**config.mk**
```make
export PLATFORM = sky130hd
export DESIGN_NAME = skew_feeder
export DESIGN_NICKNAME = d
export VERILOG_FILES = /design/src/rtl/tpu_pkg.sv /design/src/rtl/skew_lane.sv /design/src/rtl/skew_feeder.sv
export SDC_FILE = /design/constraint.sdc
export NUM_CORES = 1
export LEC_CHECK = 0
export CAP_MARGIN = 20
export CORE_ASPECT_RATIO = 0.8
export CORE_MARGIN = 1.5
export CORE_UTILIZATION = 40
export CTS_CLUSTER_SIZE = 40
export DETAILED_ROUTE_END_ITERATION = 16
export MAX_ROUTING_LAYER = met4
export PLACE_DENSITY = 0.72
export SLEW_MARGIN = 10
export SYNTH_ARGS = -nofsm -noshare
export SYNTH_HDL_FRONTEND = slang
export SYNTH_SLANG_ARGS = --single-unit
```
**constraint.sdc**
```tcl
create_clock -name clk -period 3.4 [get_ports clk]
set_input_delay 0.68 -clock clk [delete_from_list [all_inputs] [get_ports clk]]
set_output_delay 0.68 -clock clk [all_outputs]
set_load 0.03 [all_outputs]
```
**src/rtl/tpu_pkg.sv**
```systemverilog
// Shared sizing defaults, feeder FSM state encoding and drain-counter width helper.
package tpu_pkg;
  localparam int DIM_DEF     = 8;
  localparam int BITS_AB_DEF = 8;

  // Width of a counter spanning 0..dim-1; a 1-lane build still gets one bit.
  function automatic int cnt_w(input int dim);
    return (dim > 1) ? $clog2(dim) : 1;
  endfunction

  localparam int DRAIN_CNT_W = cnt_w(DIM_DEF);

  typedef enum logic [1:0] {S_IDLE, S_STREAM, S_DRAIN, S_DONE} state_t;
endpackage

```
**src/rtl/skew_lane.sv**
```systemverilog
// One feeder lane: DEPTH-stage data + valid delay line, advancing only while en is high.
module skew_lane #(
  parameter int DEPTH   = 1,
  parameter int BITS_AB = 8
) (
  input  logic               clk,
  input  logic               rst,
  input  logic               en,
  input  logic [BITS_AB-1:0] din,
  input  logic               vin,
  output logic [BITS_AB-1:0] dout,
  output logic               vout
);
  logic [DEPTH-1:0][BITS_AB-1:0] dpipe;
  logic [DEPTH-1:0]              vld_pipe;

  always_ff @(posedge clk) begin
    if (rst) begin
      dpipe    <= '0;
      vld_pipe <= '0;
    end else if (en) begin
      dpipe[0]    <= din;
      vld_pipe[0] <= vin;
      for (int k = 1; k < DEPTH; k++) begin
        dpipe[k]    <= dpipe[k-1];
        vld_pipe[k] <= vld_pipe[k-1];
      end
    end
  end

  assign dout = dpipe[DEPTH-1];
  assign vout = vld_pipe[DEPTH-1];
endmodule

```
**src/rtl/skew_feeder.sv**
```systemverilog
// Skews matrix rows diagonally into a systolic array; lane i delays by i+1 stages.
// Optional SKEW_ROW_COUNT_EN adds a saturating rows_fed counter output.
module skew_feeder
  import tpu_pkg::*;
#(
  parameter int DIM     = DIM_DEF,
  parameter int BITS_AB = BITS_AB_DEF
) (
  input  logic                   clk,
  input  logic                   rst,
  input  logic                   en,
  input  logic                   in_valid,
  input  logic                   in_last,
  output logic                   in_ready,
  input  logic [DIM*BITS_AB-1:0] Ain,
  output logic [DIM*BITS_AB-1:0] Aout,
  output logic [DIM-1:0]         lane_valid,
  output logic                   busy,
  output logic                   done
`ifdef SKEW_ROW_COUNT_EN
  ,
  output logic [15:0]            rows_fed
`endif
);
  localparam int CW = cnt_w(DIM);

  state_t                        state;
  logic [CW-1:0]                 drain_cnt;
  logic                          accept;
  logic [DIM-1:0][BITS_AB-1:0]   lane_out;

  assign in_ready = en && (state == S_IDLE || state == S_STREAM);
  assign accept   = in_valid && in_ready;

  // DRAIN waits DIM-1 advancing edges so done lines up with the last element on lane DIM-1.
  always_ff @(posedge clk) begin
    if (rst) begin
      state     <= S_IDLE;
      drain_cnt <= '0;
      busy      <= 1'b0;
      done      <= 1'b0;
    end else begin
      done <= 1'b0;
      case (state)
        S_IDLE, S_STREAM: if (accept) begin
          if (!in_last) begin
            state <= S_STREAM;
            busy  <= 1'b1;
          end else if (DIM == 1) begin
            state <= S_DONE;
            busy  <= 1'b0;
            done  <= 1'b1;
          end else begin
            state <= S_DRAIN;
            busy  <= 1'b1;
          end
        end
        S_DRAIN: if (en) begin
          if (drain_cnt == CW'(DIM - 2)) begin
            state     <= S_DONE;
            drain_cnt <= '0;
            busy      <= 1'b0;
            done      <= 1'b1;
          end else begin
            drain_cnt <= drain_cnt + 1'b1;
          end
        end
        S_DONE:  state <= S_IDLE;
        default: state <= S_IDLE;
      endcase
    end
  end

`ifdef SKEW_ROW_COUNT_EN
  always_ff @(posedge clk) begin
    if (rst || state == S_DONE)
      rows_fed <= '0;
    else if (accept && rows_fed != 16'hFFFF)
      rows_fed <= rows_fed + 16'd1;
  end
`endif

  for (genvar i = 0; i < DIM; i++) begin : g_lane
    skew_lane #(
      .DEPTH  (i + 1),
      .BITS_AB(BITS_AB)
    ) u_lane (
      .clk (clk),
      .rst (rst),
      .en  (en),
      .din (accept ? Ain[i*BITS_AB +: BITS_AB] : {BITS_AB{1'b0}}),
      .vin (accept),
      .dout(lane_out[i]),
      .vout(lane_valid[i])
    );
  end

  assign Aout = lane_out;
endmodule

```
# ---- Word-level counts from Yosys, hierarchy flattened
# Index checks and enable logic that the tools add are counted.
dict set report classes {
  add_sub_neg 1
  eq_ne 7
  muxes 19
  bitwise_logic 2
  n_reduce_logical 10
}
# op count
set op_table {}
lappend op_table {{$mux W8} 8}
lappend op_table {{$mux W2} 4}
lappend op_table {{$ne A2 B2 Y1 const B} 3}
lappend op_table {{$pmux W2 S3} 1}
lappend op_table {{$eq A2 B2 Y1 const B} 2}
lappend op_table {{$mux W1} 4}
lappend op_table {{$reduce_and A4 Y1} 1}
lappend op_table {{$add A3 B1 Y3 const B} 1}
lappend op_table {{$eq A3 B3 Y1 const B} 1}
lappend op_table {{$mux W3} 1}
lappend op_table {{$reduce_and A3 Y1} 1}
lappend op_table {{$reduce_or A3 Y1} 1}
lappend op_table {{$eq A2 B1 Y1 const B} 1}
lappend op_table {{$logic_and A1 B1 Y1} 2}
lappend op_table {{$logic_not A2 Y1} 1}
lappend op_table {{$not A1 Y1} 2}
lappend op_table {{$pmux W1 S2} 1}
lappend op_table {{$reduce_and A2 Y1} 1}
lappend op_table {{$reduce_bool A2 Y1} 1}
lappend op_table {{$reduce_or A2 Y1} 1}
lappend op_table {{$logic_or A1 B1 Y1} 1}
dict set report word_totals {
  reg_bits 331
  inputBits 69
}

# ---- Longest topological paths before layout
dict set report depth {
  depth_word 6
  depth_mapped 6
}

# ---- Modules after synthesis
# From an unflattened synthesis, not the netlist that was laid out.
dict set report hier_totals {
  cells_unflattened 1204
  hier_area_um2 12852.3
}
# module n_inst cells_per_inst area_each_um2 seq_area_each_um2
set by_module_without_submodules {}
lappend by_module_without_submodules {{skew_lane at g_lane[7].u_lane} 1 240 2640.0 1441.4}
lappend by_module_without_submodules {{skew_lane at g_lane[6].u_lane} 1 211 2347.3 1261.2}
lappend by_module_without_submodules {{skew_lane at g_lane[5].u_lane} 1 182 1995.7 1081.0}
lappend by_module_without_submodules {{skew_lane at g_lane[4].u_lane} 1 153 1695.4 900.9}
lappend by_module_without_submodules {{skew_lane at g_lane[3].u_lane} 1 124 1366.3 720.7}
lappend by_module_without_submodules {{skew_lane at g_lane[2].u_lane} 1 95 1038.5 540.5}
lappend by_module_without_submodules {skew_feeder 1 104 740.7 140.1}
lappend by_module_without_submodules {{skew_lane at g_lane[1].u_lane} 1 66 709.4 360.3}
lappend by_module_without_submodules {{skew_lane at g_lane[0].u_lane} 1 29 319.1 180.2}

# ---- Worst setup path before layout
# No wires, ideal clock.
dict set report synth_timing {
  kind {input to output}
  startpoint {input port en}
  endpoint {output port in_ready}
  arrival_time_ns 1.350
  path_slack_ns 1.370
  path_stages 3
  path_buffers 1
  cell_sequence {inv_1 clkbuf_1 nor2_1}
}
dict set report synth_via {
  elab_chain_cells 1
}
# element line_no
set synth_rtl {}
lappend synth_rtl {{from (decl)} skew_feeder.sv:11} ;# input logic en,
lappend synth_rtl {{$logic_and A1 B1 Y1} skew_feeder.sv:32} ;# assign in_ready = en && (state == S_IDLE || state == S_STREAM);
lappend synth_rtl {{to (decl)} skew_feeder.sv:14} ;# output logic in_ready,
# No other way between the ends.

# ---- Final worst setup path
dict set report layout_timing {
  startpoint {register busy}
  endpoint {output port busy}
}
# element line_no
set layout_rtl {}
lappend layout_rtl {{from (decl)} skew_feeder.sv:18} ;# output logic busy,
lappend layout_rtl {{from (signal assigned)} skew_feeder.sv:40} ;# busy <= 1'b0;
lappend layout_rtl {{from (signal assigned)} skew_feeder.sv:48} ;# busy <= 1'b1;
lappend layout_rtl {{from (signal assigned)} skew_feeder.sv:51} ;# busy <= 1'b0;
# No word-level cell between the ends.

==> results.md <==
- The run finished with clean final reports.
- The via count of the first global-routing pass is 6665.
- Ranked by total cell area, the synthesized netlist is headed by sky130_fd_sc_hd__dfxtp_1, sky130_fd_sc_hd__mux2i_1, sky130_fd_sc_hd__nor2_1.
- From synthesis to final layout, the design area changed by 18.64%.
- The worst hold margin is 0.4887 ns.
- The logic depth of the worst path, buffers included is 1.
- The prevailing post-synth register cell is sky130_fd_sc_hd__dfxtp_1.
- The number of inserted diodes is 0.
- Once placement completed, the tool counted placed cells totaling 1440.
- The first detailed-routing pass ran for 6 iterations.
- The initial cell density of the core is 40.80%.
- Setup repair after global routing left no endpoint under its margin.
- The largest incremental delay on the critical path is 0.76 ns.
- Tracing the worst setup path back leads to its startpoint at busy.
- The total of hold buffers inserted after clock tree synthesis is 0.
- The final standard cell area without fillers is 13250 µm².
- The post-route total power is 7152 µW.
- In this run switching power makes up 22.44% of total power.
- The count of buffering cells on the critical path with inverters included is 1.
- The destination of the critical timing path is busy.
- The leakage power of the design is 0.005459 µW.
- The number of maximum-capacitance violations is 0.
- Combinational logic burns 6.3% of the power.
- The worst path uses 68.73% of the clock period.
- The netlist uses 24 different library cells.
- The worst-case clock skew is 0.01040 ns.
- For this run, asynchronously set or reset flops after synthesis account for 0%.
- TritonCTS built the clock tree.
- STA classifies the critical path endpoint as an output pin.
- The critical path in this run is classified as register to output pin.
- The synthesized netlist devotes 10.83% of its cell area to simple gates.
- The max-slew violation count is 0.
- The number of nets handed over by synthesis was 1130.
- Timing would allow up to 0.4279 GHz.
- The standard cell area after detailed placement is 12320 µm².
- The setup-violating endpoint count in the final report is 0.
- The layout net count is 1177.
- The routed wire length per instance is 13.56 µm.
- The worst register-to-register path ends at g_lane[4].u_lane.dpipe[3].
- The share of synthesized area in the top cell type comes to 54.33%.
- The number of hold-slack violations in the final timing report is 0.
- The TritonCTS sink count is 303.
- The compound-gate portion of the synthesized area is 6.164%.
- During synthesis, Yosys emitted a total of 0 warnings.
- The worst pin sits at a relative slew slack of 36.84%.
- The number of setup buffers added after CTS is 0.
- In the final layout, the share of cells above drive strength 1 is 8.075%.
- Traced cell by cell, the critical path runs through clkdlybuf4s50_1.
- The peak fanout along the critical path is 2.
- In this run the cell area of the synthesized design comes to 11160 µm².
- The number of nets with antenna violations after routing is 0.
- The wire length of the first global-routing pass is 33510 µm.
- Each instance of the synthesized netlist takes up on average 10.52 µm².
- The insertion delay of the later-clocked pin in the worst-skew pair is 0.55 ns.
- Across the VDD grid, the largest voltage drop is 0.3748 mV.
- Internal power comes to 5547 µW.
- The number of gates resized after CTS is 0.
- The clock slew at the register clock pins of the worst setup and hold paths is 0.06 ns.
- The overall die area is 28930 µm².
- The wire length reported by the detailed router is 20220 µm.
- The count of cells along the worst register-to-register path is 4.
- The height of the die is 152.4 µm.
- STA puts the critical path data arrival time at 1.66 ns.
- The synthesized netlist devotes 0% of its cell area to XOR and XNOR gates.
- The overall die width is 189.8 µm.
- After routing, the total negative slack on setup checks comes to 0 ns.
- The number of cells produced by synthesis is 1061.
- The portion of synthesized area spent on multiplexers is 20.71%.
- The category of cells accounting for the largest share of critical-path delay is buffers and inverters.
- The sequential element share of the synthesized area is 54.33%.
- The number of synthesized register bits is 303.
- By area, the combinational part of the netlist is dominated by multiplexers.
- The final HPWL from detailed placement is 12330 µm.
- The required time of the critical path is 2.72 ns.
- Routability-driven placement finished with a final weighted congestion of 0.7094.
- The synthesized design spends more area on one cell type than any other, namely sky130_fd_sc_hd__dfxtp_1.
- Row generation in the floorplan step produced 54 rows.
- The number of clock buffers added by TritonCTS is 30.
- The fraction of the mapped netlist area in adder cells is 0%.
- The commonest cells after synthesis are sky130_fd_sc_hd__dfxtp_1, sky130_fd_sc_hd__nor2_1, sky130_fd_sc_hd__mux2i_1.
- The count of unresolved DRC violations after routing is 0.
- STA classifies the critical path startpoint as a register.
- In this run, synthesis inferred 0 flip-flops with an integrated enable.
- The initial antenna violation count is 0.
- The core footprint is 27360 µm².
- The power spent charging and discharging nets is 1605 µW.
- The startpoint of the lowest-slack register-to-register path is state[1].
- The time the worst path needs with I/O delays and setup is 2.337 ns.
- The number of placed I/O pins is 144.
- The cell at the root of the clock tree is sky130_fd_sc_hd__clkbuf_16.
- The global router's overall resource usage is 14.20%.
- sky130_fd_sc_hd__dfxtp_1 is the most common cell in the netlist.
- The number of levels the H-tree was split into is 1.
- The global-route congestion overflow total is 0.
- The pin count of the biggest net entering global routing is 111.
- The via-per-instance ratio is 4.693.
- The areal power density over the cells is 539.9 nW/µm².
- The filler-free cell count of the finished design is 1491.
- The actual transition at the worst max-transition pin is 0.9474 ns.
- Buffers placed on the I/O ports in this run total 143.
- Of the total power, registers draw 50.8%.
- The maximum clock path buffer count is 3.
- The filler cells instantiated in the layout total 2495.
- In this run, the number of DRC markers left after iteration 0 of detailed routing was 312.
- The clock share of power is 42.9%.
- The class of the most critical hold timing path is register to register.
- Summing over every cut layer, the via total after detailed routing is 6998.
- The slowest cell on the critical path is sky130_fd_sc_hd__clkdlybuf4s50_1.
- The setup check on the worst reg-to-reg path leaves a slack of 1.97 ns.
==> layer usage <==
layer / global-route usage (%) / share of wire, %
met1: 19.89 / 51
met4: 3.401 / 1.8
met3: 3.270 / 5.7
met2: 20.65 / 42
met5: - / 0
==> power by group through the flow <==
| stage | combinational [µW] | clock [µW] | sequential, µW |
|---|---|---|---|
| global placement | 450 | 0 | 3710 |
| CTS | 455 | 3170 | 3640 |
| floorplan | 305 | 0 | 3710 |
| finish | 450 | 3070 | 3640 |
| detailed placement | 454 | 0 | 3720 |
| global route | 486 | 3320 | 3640 |
==> cells in the final DEF (no fill, tap or decap), drive strengths merged, types with 2 or more instances in the layout <==
cell type,instances
clkdlybuf4s50,140
nor2,302
clkbuf,41
clkinv,9
buf,14
dfxtp,303
a21oi,4
nand3b,3
mux2i,231
a22oi,64
nand2,3
and3b,2
==> cell type report <==
type	count	area, µm²	share of cell area (%)
inverters	1	3.754	0.02834
flip-flops and latches	303	6066	45.80
clock inverters	10	81.33	0.6140
well taps	364	455.4	3.439
multi-input cells	618	4213	31.81
clock buffers	41	842.1	6.357
repair buffers	154	1584	11.96
==> stage by stage <==
step	utilization [%]	setup slack, ns
floorplan	-	1.370
global placement	45.03	1.231
detailed placement	45.03	1.205
CTS	48.40	1.021
global route	48.40	0.9882
finish	48.40	1.063
==> cells by family after synthesis <==
| group | Yosys count |
|---|---|
| flops | 303 |
| mux | 231 |
| simple gates | 314 |
| buf+inv | 140 |
| compound gates | 73 |
==> worst min path at each step <==
stage / start / to / slack [ns] / depth (start not counted)
3_3_place_gp: g_lane[7].u_lane.dpipe[10] / g_lane[7].u_lane.dpipe[18] / 0.47 / 2
6_report: g_lane[6].u_lane.dpipe[46] / g_lane[6].u_lane.dpipe[46] / 0.49 / 2
3_5_place_dp: g_lane[5].u_lane.dout[6] / g_lane[5].u_lane.dout[6] / 0.48 / 2
5_1_grt: g_lane[2].u_lane.dout[6] / g_lane[2].u_lane.dout[6] / 0.51 / 2
2_1_floorplan: g_lane[2].u_lane.dpipe[10] / g_lane[2].u_lane.dpipe[10] / 0.46 / 2
4_1_cts: g_lane[6].u_lane.dpipe[46] / g_lane[6].u_lane.dpipe[46] / 0.49 / 2
==> sequential cells by signal (all words and copies together) (netlist names) <==
| signal | count |
|---|---|
| busy | 1 |
| done | 1 |
| drain_cnt | 3 |
| g_lane.u_lane.dout | 64 |
| g_lane.u_lane.dpipe | 224 |
| g_lane.u_lane.vld_pipe | 8 |
| state | 2 |
(Power assumes the default switching activity.)
==> edit (same flow settings) <==
The 4 states of `state_t` get a one-hot encoding in 4 bits.
--- a/src/rtl/tpu_pkg.sv
+++ b/src/rtl/tpu_pkg.sv
@@ -10,6 +10,6 @@
 
   localparam int DRAIN_CNT_W = cnt_w(DIM_DEF);
 
-  typedef enum logic [1:0] {S_IDLE, S_STREAM, S_DRAIN, S_DONE} state_t;
+  typedef enum logic [3:0] {S_IDLE = 4'b0001, S_STREAM = 4'b0010, S_DRAIN = 4'b0100, S_DONE = 4'b1000} state_t;
 endpackage
 
Formal check against the unedited RTL: no difference found for any inputs over 4 cycles, from zero or initial values and one cycle with rst high; so few cycles prove little.
==> edit against the unedited design <==
- the run now fails in detailed routing (5_2_route)
- area after synthesis is 3.4% higher
==> edit: results (changes against the unedited design) <==
synth_commonest_cells: "dfxtp_1, nor2_1, mux2i_1"
synth_ff_type: "dfxtp_1"
post-dp-hpwl_um: 12930  # +4.9%
synth-seq-area-share_pct: 52.91  # -1.4 points
haltStage: "detailed routing (5_2_route)"
ctsLongestPathBuffers: 3  # unchanged
error: "[ERROR DRT-0255] Maze Route cannot find path of net clk in worker of routeBox ( 144900 0 ) ( 192900 48300 )."
io_buffers: 143  # unchanged
clock_sinks: 305  # +0.66%
postCtsHoldBufs: 0  # unchanged
ys_warn_count: 0  # unchanged
grt_pass1_vias: 6922  # +3.9%
cts_buffers: 30  # unchanged
cts_resized: 0  # unchanged
synth_fp_nets: 1212  # +7.3%
cts-htree-levels: 1  # unchanged
post-cts-setup-buffer-count: 0  # unchanged
routabilityCongestion: 0.7315  # +3.1%
grt_pass1_wl_um: 34970  # +4.3%
clockRootBuffer: "clkbuf_16"
synth_cell_types: 28  # +17%
ys_async_sr_fraction_pct: 0  # unchanged
dp_slack_ns: 1.072  # -0.1332 ns
antenna_found_initial: 1  # +1
track_usage_pct: 14.28  # +0.074 points
ys_top_cells_by_area: "dfxtp_1, mux2i_1, nor2_1"
status: "aborted with a tool error"
grt_max_degree: 134  # +21%
==> edit: cell count changes after synthesis, sizes merged, moves of 2 or more <==
cell,delta
o32ai,+63
and3b,-2
nor3,+2
nor2,-66
nand3b,-3
clkbuf,+9
inv,+65
dfxtp,+2
nand2b,+63
a22oi,-64
nand3,+3
==> edit: per-layer routing <==
metal,GRT usage (%)
met1,20.19
met2,20.70
met3,3.181
met4,3.297
met5,-
==> edit: cell families after synthesis <==
kind of cell / share of synthesized area (%)
buf+inv: 9.368
compound gates: 5.540
simple gates: 12.07
xor+xnor: 0.07591
mux: 20.04
flops: 52.91
==> edit: through the flow <==
stage	utilization, %	instances	instance area (um^2)
2_1_floorplan	-	1143	11540
3_3_place_gp	45.02	1521	12760
3_5_place_dp	45.02	1521	12760
4_1_cts	48.68	1576	13800
5_1_grt	48.68	1576	13800
